==> src/rtl/spi_master_pkg.sv <==
// Shared constants, op codes and FSM encoding for the SPI master controller.
package spi_master_pkg;

    localparam int unsigned FRAME_BITS_DFLT = 10;
    localparam int unsigned DATA_BITS_DFLT  = 8;
    localparam int unsigned TMR_W           = 8;

    localparam logic [1:0] OP_WR_ADDR = 2'b00;
    localparam logic [1:0] OP_WR_DATA = 2'b01;
    localparam logic [1:0] OP_RD_ADDR = 2'b10;
    localparam logic [1:0] OP_RD_DATA = 2'b11;

    typedef enum logic [2:0] {
        StIdle,
        StStart,
        StShift,
        StWait,
        StCapture,
        StGap
    } state_e;

    // Read-data frames carry a zero payload whatever the host supplied.
    function automatic logic [FRAME_BITS_DFLT-1:0] build_frame(
        input logic [1:0]                op,
        input logic [DATA_BITS_DFLT-1:0] payload
    );
        return {op, (op == OP_RD_DATA) ? {DATA_BITS_DFLT{1'b0}} : payload};
    endfunction

endpackage

==> src/rtl/spi_master_ctrl_shift.sv <==
// MOSI parallel-load/serial-out shifter, MISO serial-in capture register and shared bit counter.
module spi_master_shift
    import spi_master_pkg::*;
#(
    parameter int unsigned FRAME_BITS = FRAME_BITS_DFLT,
    parameter int unsigned DATA_BITS  = DATA_BITS_DFLT
) (
    input  logic                  clk_i,
    input  logic                  rst_i,
    input  logic                  load_i,
    input  logic [FRAME_BITS-1:0] frame_i,
    input  logic                  shift_i,
    input  logic                  capture_i,
    input  logic                  clr_cnt_i,
    input  logic                  miso_i,
    output logic                  mosi_bit_o,
    output logic [DATA_BITS-1:0]  cap_next_o,
    output logic [3:0]            bit_cnt_o
);

    logic [FRAME_BITS-1:0] sreg_q, sreg_d;
    // Holds the first DATA_BITS-1 samples; the last one is merged in cap_next_o.
    logic [DATA_BITS-2:0]  cap_q, cap_d;
    logic [3:0]            cnt_q, cnt_d;

    assign mosi_bit_o = sreg_q[FRAME_BITS-1];
    assign cap_next_o = {cap_q, miso_i};
    assign bit_cnt_o  = cnt_q;

    always_comb begin
        sreg_d = sreg_q;
        cap_d  = cap_q;
        cnt_d  = cnt_q;
        if (load_i) begin
            sreg_d = frame_i;
            cnt_d  = '0;
        end else if (shift_i) begin
            sreg_d = {sreg_q[FRAME_BITS-2:0], 1'b0};
            cnt_d  = cnt_q + 4'd1;
        end else if (capture_i) begin
            cap_d = cap_next_o[DATA_BITS-2:0];
            cnt_d = cnt_q + 4'd1;
        end
        if (clr_cnt_i) begin
            cnt_d = '0;
        end
    end

    always_ff @(posedge clk_i or posedge rst_i) begin
        if (rst_i) begin
            sreg_q <= '0;
            cap_q  <= '0;
            cnt_q  <= '0;
        end else begin
            sreg_q <= sreg_d;
            cap_q  <= cap_d;
            cnt_q  <= cnt_d;
        end
    end

endmodule

==> src/rtl/spi_master_ctrl.sv <==
// SPI master: one op per valid/ready handshake, 10-bit MOSI frame under SS_n, 8-bit read-back.
// Define SPI_MASTER_SEQ_CHECK_EN to drop out-of-sequence data ops and flag them on seq_err.
module spi_master_ctrl
    import spi_master_pkg::*;
#(
    parameter int unsigned FRAME_BITS = FRAME_BITS_DFLT,
    parameter int unsigned DATA_BITS  = DATA_BITS_DFLT,
    parameter int unsigned RD_WAIT    = 2,
    parameter int unsigned GAP_CYCLES = 2
) (
    input  logic                 clk,
    input  logic                 rst,
    input  logic                 cmd_valid,
    output logic                 cmd_ready,
    input  logic [1:0]           cmd_op,
    input  logic [DATA_BITS-1:0] cmd_payload,
    output logic                 rd_valid,
    output logic [DATA_BITS-1:0] rd_data,
    output logic                 busy,
    output logic                 SS_n,
    output logic                 MOSI,
    input  logic                 MISO
`ifdef SPI_MASTER_SEQ_CHECK_EN
    ,
    output logic                 seq_err
`endif
);

    localparam logic [3:0]       LAST_TX_BIT = 4'(FRAME_BITS - 1);
    localparam logic [3:0]       LAST_RX_BIT = 4'(DATA_BITS - 1);
    localparam logic [TMR_W-1:0] WAIT_LAST   = TMR_W'(RD_WAIT - 1);
    localparam logic [TMR_W-1:0] GAP_LAST    = TMR_W'(GAP_CYCLES - 1);

    state_e                 state_q, state_d;
    logic [TMR_W-1:0]       tmr_q, tmr_d;
    logic                   is_rd_q, is_rd_d;
    logic                   ss_n_q, ss_n_d;
    logic                   mosi_q, mosi_d;
    logic                   ready_q, ready_d;
    logic                   busy_q, busy_d;
    logic                   rd_valid_q, rd_valid_d;
    logic [DATA_BITS-1:0]   rd_data_q, rd_data_d;

    logic                   accept, send;
    logic                   load, shift, capture, clr_cnt;
    logic                   mosi_bit;
    logic [DATA_BITS-1:0]   cap_next;
    logic [3:0]             bit_cnt;
    logic [FRAME_BITS-1:0]  frame;

    assign frame = build_frame(cmd_op, cmd_payload);

`ifdef SPI_MASTER_SEQ_CHECK_EN
    logic wr_pend_q, wr_pend_d;
    logic rd_pend_q, rd_pend_d;
    logic seq_err_q, seq_err_d;
    logic seq_bad;

    always_comb begin
        accept    = cmd_valid && ready_q;
        seq_bad   = ((cmd_op == OP_WR_DATA) && !wr_pend_q) ||
                    ((cmd_op == OP_RD_DATA) && !rd_pend_q);
        send      = accept && !seq_bad;
        seq_err_d = accept && seq_bad;
        wr_pend_d = wr_pend_q;
        rd_pend_d = rd_pend_q;
        if (accept) begin
            case (cmd_op)
                OP_WR_ADDR: wr_pend_d = 1'b1;
                OP_WR_DATA: wr_pend_d = 1'b0;
                OP_RD_ADDR: rd_pend_d = 1'b1;
                default:    rd_pend_d = 1'b0;
            endcase
        end
    end

    always_ff @(posedge clk or posedge rst) begin
        if (rst) begin
            wr_pend_q <= 1'b0;
            rd_pend_q <= 1'b0;
            seq_err_q <= 1'b0;
        end else begin
            wr_pend_q <= wr_pend_d;
            rd_pend_q <= rd_pend_d;
            seq_err_q <= seq_err_d;
        end
    end

    assign seq_err = seq_err_q;
`else
    always_comb begin
        accept = cmd_valid && ready_q;
        send   = accept;
    end
`endif

    always_comb begin
        state_d    = state_q;
        tmr_d      = tmr_q;
        is_rd_d    = is_rd_q;
        mosi_d     = 1'b0;
        rd_valid_d = 1'b0;
        rd_data_d  = rd_data_q;
        load       = 1'b0;
        shift      = 1'b0;
        capture    = 1'b0;
        clr_cnt    = 1'b0;

        unique case (state_q)
            StIdle: begin
                if (send) begin
                    load    = 1'b1;
                    mosi_d  = frame[FRAME_BITS-1];
                    is_rd_d = (cmd_op == OP_RD_DATA);
                    state_d = StStart;
                end
            end
            StStart: begin
                // The command-check cycle repeats the MSB; shifting starts with the counter at 0.
                shift   = 1'b1;
                clr_cnt = 1'b1;
                mosi_d  = mosi_bit;
                state_d = StShift;
            end
            StShift: begin
                if (bit_cnt != LAST_TX_BIT) begin
                    shift  = 1'b1;
                    mosi_d = mosi_bit;
                end else if (!is_rd_q) begin
                    tmr_d   = '0;
                    state_d = StGap;
                end else if (RD_WAIT == 0) begin
                    clr_cnt = 1'b1;
                    state_d = StCapture;
                end else begin
                    tmr_d   = '0;
                    state_d = StWait;
                end
            end
            StWait: begin
                if (tmr_q == WAIT_LAST) begin
                    clr_cnt = 1'b1;
                    state_d = StCapture;
                end else begin
                    tmr_d = tmr_q + 1'b1;
                end
            end
            StCapture: begin
                capture = 1'b1;
                if (bit_cnt == LAST_RX_BIT) begin
                    rd_data_d  = cap_next;
                    rd_valid_d = 1'b1;
                    tmr_d      = '0;
                    state_d    = StGap;
                end
            end
            StGap: begin
                if (tmr_q == GAP_LAST) begin
                    state_d = StIdle;
                end else begin
                    tmr_d = tmr_q + 1'b1;
                end
            end
            default: state_d = StIdle;
        endcase

        ss_n_d  = !((state_d == StStart) || (state_d == StShift) ||
                    (state_d == StWait)  || (state_d == StCapture));
        busy_d  = (state_d != StIdle);
        ready_d = (state_d == StIdle);
    end

    always_ff @(posedge clk or posedge rst) begin
        if (rst) begin
            state_q    <= StIdle;
            tmr_q      <= '0;
            is_rd_q    <= 1'b0;
            ss_n_q     <= 1'b1;
            mosi_q     <= 1'b0;
            ready_q    <= 1'b1;
            busy_q     <= 1'b0;
            rd_valid_q <= 1'b0;
            rd_data_q  <= '0;
        end else begin
            state_q    <= state_d;
            tmr_q      <= tmr_d;
            is_rd_q    <= is_rd_d;
            ss_n_q     <= ss_n_d;
            mosi_q     <= mosi_d;
            ready_q    <= ready_d;
            busy_q     <= busy_d;
            rd_valid_q <= rd_valid_d;
            rd_data_q  <= rd_data_d;
        end
    end

    spi_master_shift #(
        .FRAME_BITS (FRAME_BITS),
        .DATA_BITS  (DATA_BITS)
    ) u_shift (
        .clk_i      (clk),
        .rst_i      (rst),
        .load_i     (load),
        .frame_i    (frame),
        .shift_i    (shift),
        .capture_i  (capture),
        .clr_cnt_i  (clr_cnt),
        .miso_i     (MISO),
        .mosi_bit_o (mosi_bit),
        .cap_next_o (cap_next),
        .bit_cnt_o  (bit_cnt)
    );

    assign cmd_ready = ready_q;
    assign busy      = busy_q;
    assign SS_n      = ss_n_q;
    assign MOSI      = mosi_q;
    assign rd_valid  = rd_valid_q;
    assign rd_data   = rd_data_q;

endmodule

==> config.mk <==
export PLATFORM = sky130hd
export DESIGN_NAME = spi_master_ctrl
export DESIGN_NICKNAME = d
export VERILOG_FILES = /design/src/rtl/spi_master_pkg.sv /design/src/rtl/spi_master_ctrl_shift.sv /design/src/rtl/spi_master_ctrl.sv
export SDC_FILE = /design/constraint.sdc
export NUM_CORES = 1
export LEC_CHECK = 0
export BUFFER_PORTS_ARGS = -buffer_cell sky130_fd_sc_hd__buf_2
export CAP_MARGIN = 20
export CORE_MARGIN = 2
export CORE_UTILIZATION = 55
export CTS_BUF_LIST = sky130_fd_sc_hd__clkbuf_2
export DETAILED_ROUTE_END_ITERATION = 6
export PLACE_DENSITY = 0.75
export SETUP_SLACK_MARGIN = 0.05
export SLEW_MARGIN = 0
export SYNTH_ARGS = -nofsm -noshare
export SYNTH_HDL_FRONTEND = slang
export SYNTH_SLANG_ARGS = --single-unit
==> constraint.sdc <==
create_clock -name clk -period 6.9 [get_ports clk]
set_clock_uncertainty 0.2 [all_clocks]
set_input_delay 0.69 -clock clk [delete_from_list [all_inputs] [get_ports clk]]
set_output_delay 0.69 -clock clk [all_outputs]
set_load 0.005 [all_outputs]
==> metrics.txt <==
outcome finished clean; I/O pin total 27; Crit path max-delay family compound AO/OA/AOI/OAI gates; asr flop ratio synth 100%; worst path cell trace ha_1 -> and3b_1 -> o32ai_2 -> a221oi_1 -> a21oi_1 -> o22ai_1; CP Max Fanout 18; Post-synth EDFFs 0; XOR/XNOR Fraction of Synth Area 1.60%; Cell Pwr Density 364 nW/um^2; WL final 3790 um; most frequent cells in the layout 44 x dfrtp_1, 26 x buf_2, 19 x o21ai_0, 19 x nor2_1, 18 x nand2_1; # diodes 0; MaxCap Viol Count 0; GR peak layer met2; mux cell area share after synthesis 9.10%; R2R depth 6; Ys Warns 0; Yosys reg bits 46; site row count 22; unique cell type count in the Yosys netlist 45; Die W 67.1 um; Post-Synth Simple-Gate Area 16.4%; GRT Total Usage 19.0%; worst hold path type input port to async pin; met1 Usage GRT 24.3%; CP startpoint u_shift.bit_cnt_o[0]; final setup vio count 0; setup_tns 0 ps; Critical Path RT 7020 ps; Resized Gates After CTS 0; die area 4500 um^2; # hold bufs at CTS 0; fin cells 280; most common cell after layout, fill and taps aside dfrtp_1; met2 Use GR 30.9%; DR WL/cell 13.5 um; Initial Utilization 58.4%; core area 3740 um^2; Avg Cell Area, Syn 10.8 um^2; Post-Syn Area 2190 um^2; share of cells above drive strength 1 28.0%; overall power 0.873 mW; fill cell count 329; Seq/Total Area, Yosys 52.7%; CTS max path bufs 2; Vias 1,547; Worst Path Buf+Inv 0; Peak Freq 373 MHz; CP peak stage delay 920 ps; Routability Congestion 0.828; Crit Reg-Reg Endpoint u_shift.bit_cnt_o[2]; Die H 67.1 um; postcts setup bufs 0; Worst-Margin Slew 1070 ps; Tmin final 2680 ps; Overflow after GRT 0; Inst Count DP 272; grt met3 use 4.05%; HPWL after DPL 2710 um; vias in the first global route 1,427; worst vdd ir 0.185 mV; CTS tree done; final net count 249; clock sinks 46; detailed-route DRC error count 0; Crit path arrival time 2800 ps; Detailed Routing Iterations Pass 1 4; Setup CP Type register to register; final worst-path cycle share 38.9%; Layout area overhead 9.50%; initial antenna violation count 0; worst reg2reg setup slack 4220 ps; adder-cell area share of the yosys netlist 2.29%; Mapped Cells 203; First DRT Iteration DRCs 61; Synth Net Count 221; RR Startpoint u_shift.bit_cnt_o[0]; number of vias per cell 5.53; CTS root buffer clkbuf_2; CTS clk-pin slew, worst paths 220 ps; Synth Flop Type dfrtp_1; compound-cell area share of the yosys netlist 15.4%; pin count of the biggest net entering global routing 47; CTS Buf Count 5; depth of the CTS H-tree 2; Leak Pwr 1.15 nW; final core occ 64.0%; Worst Setup End Kind register; Slew Limit Fails 0; RSZ-0062 raised after global routing false; final hold violation count 0; Routed Antenna Nets 0; relative slew slack 28.7%; first-pass GRT wire length 6240 um; main combinational cell family by area after synthesis simple AND/OR/NAND/NOR gates; input/output buffers 26; CP max stage cell o32ai_2; Worst-Skew Late Latency 420 ps; Setup crit start kind register
[flip-flops by register name, indices dropped and copies added, names as in the netlist, 3 cells and up]
| signal | cells |
|---|---|
| u_shift.bit_cnt_o | 4 |
| u_shift.sreg_q | 10 |
| state_q | 3 |
| tmr_q | 8 |
| rd_data | 8 |
| u_shift.cap_q | 7 |
[logic make-up after synthesis]
kind of cell	Yosys count
flops	46
compound gates	52
mux	18
simple gates	67
fa+ha+maj	4
xor+xnor	4
buf+inv	12
[metal layers]
metal / wire length [um] / part of all wire, % / up-vias
li1: - / - / 770
met1: 1810 / 48 / 749
met2: 1790 / 47 / 20
met3: 124 / 3.3 / 8
met4: 69 / 1.8 / 0
met5: 0 / 0 / -
[metrics by stage]
| stage | area [um^2] | hold WS, ps | setup WS, ps |
|---|---|---|---|
| finish | 2390 | 223 | 4220 |
| global route | 2390 | 257 | 4050 |
| global placement | 2350 | 285 | 4330 |
| floorplan | 2190 | 275 | 4670 |
| CTS | 2390 | 248 | 4200 |
| detailed placement | 2350 | 289 | 4240 |
[synthesized netlist by cell type (2+ instances only)]
library cell,instances,area [um^2]
a21o_1,3,22.5
a21oi_1,13,65.1
a221oi_1,2,17.5
a22oi_1,6,45.0
buf_2,3,15.0
dfrtp_1,44,1100
dfstp_2,2,52.6
ha_1,4,50.1
inv_1,7,26.3
mux2_2,15,169
mux2i_1,3,30.0
nand2_1,18,67.6
nand2b_1,4,25.0
nand3_1,3,15.0
nor2_1,19,71.3
nor3_1,2,10.0
o21ai_0,19,95.1
o22ai_1,2,12.5
or2_2,4,25.0
or3_1,3,18.8
xnor2_1,2,17.5
xor2_1,2,17.5
[worst max path at each step]
stage	to	depth (start not counted)	slack [ps]
after floorplan	busy	7	4670
after global placement	u_shift.bit_cnt_o[2]	6	4330
final	u_shift.bit_cnt_o[2]	6	4220
after detailed placement	u_shift.bit_cnt_o[2]	6	4240
after global routing	u_shift.bit_cnt_o[2]	6	4050
after CTS	u_shift.bit_cnt_o[2]	6	4200
[report_power, final]
part	switching [mW]	total (mW)	internal (mW)	leakage, nW
Clock	0.0841	0.111	0.0267	0.0330
Combinational	0.194	0.346	0.152	0.522
Sequential	0.0631	0.416	0.353	0.595
Total	0.342	0.873	0.531	1.15
[final cells by class]
cell class	count	area (um^2)	area share (%)
tap	48	60.1	2.51
multi-input combinational	145	981	41.0
clock inverter	2	13.8	0.575
clock buffer	6	30.0	1.25
sequential	46	1150	48.2
inverter	7	26.3	1.10
timing repair buffer	26	130	5.43
Power figures use the tool's default switching activity.
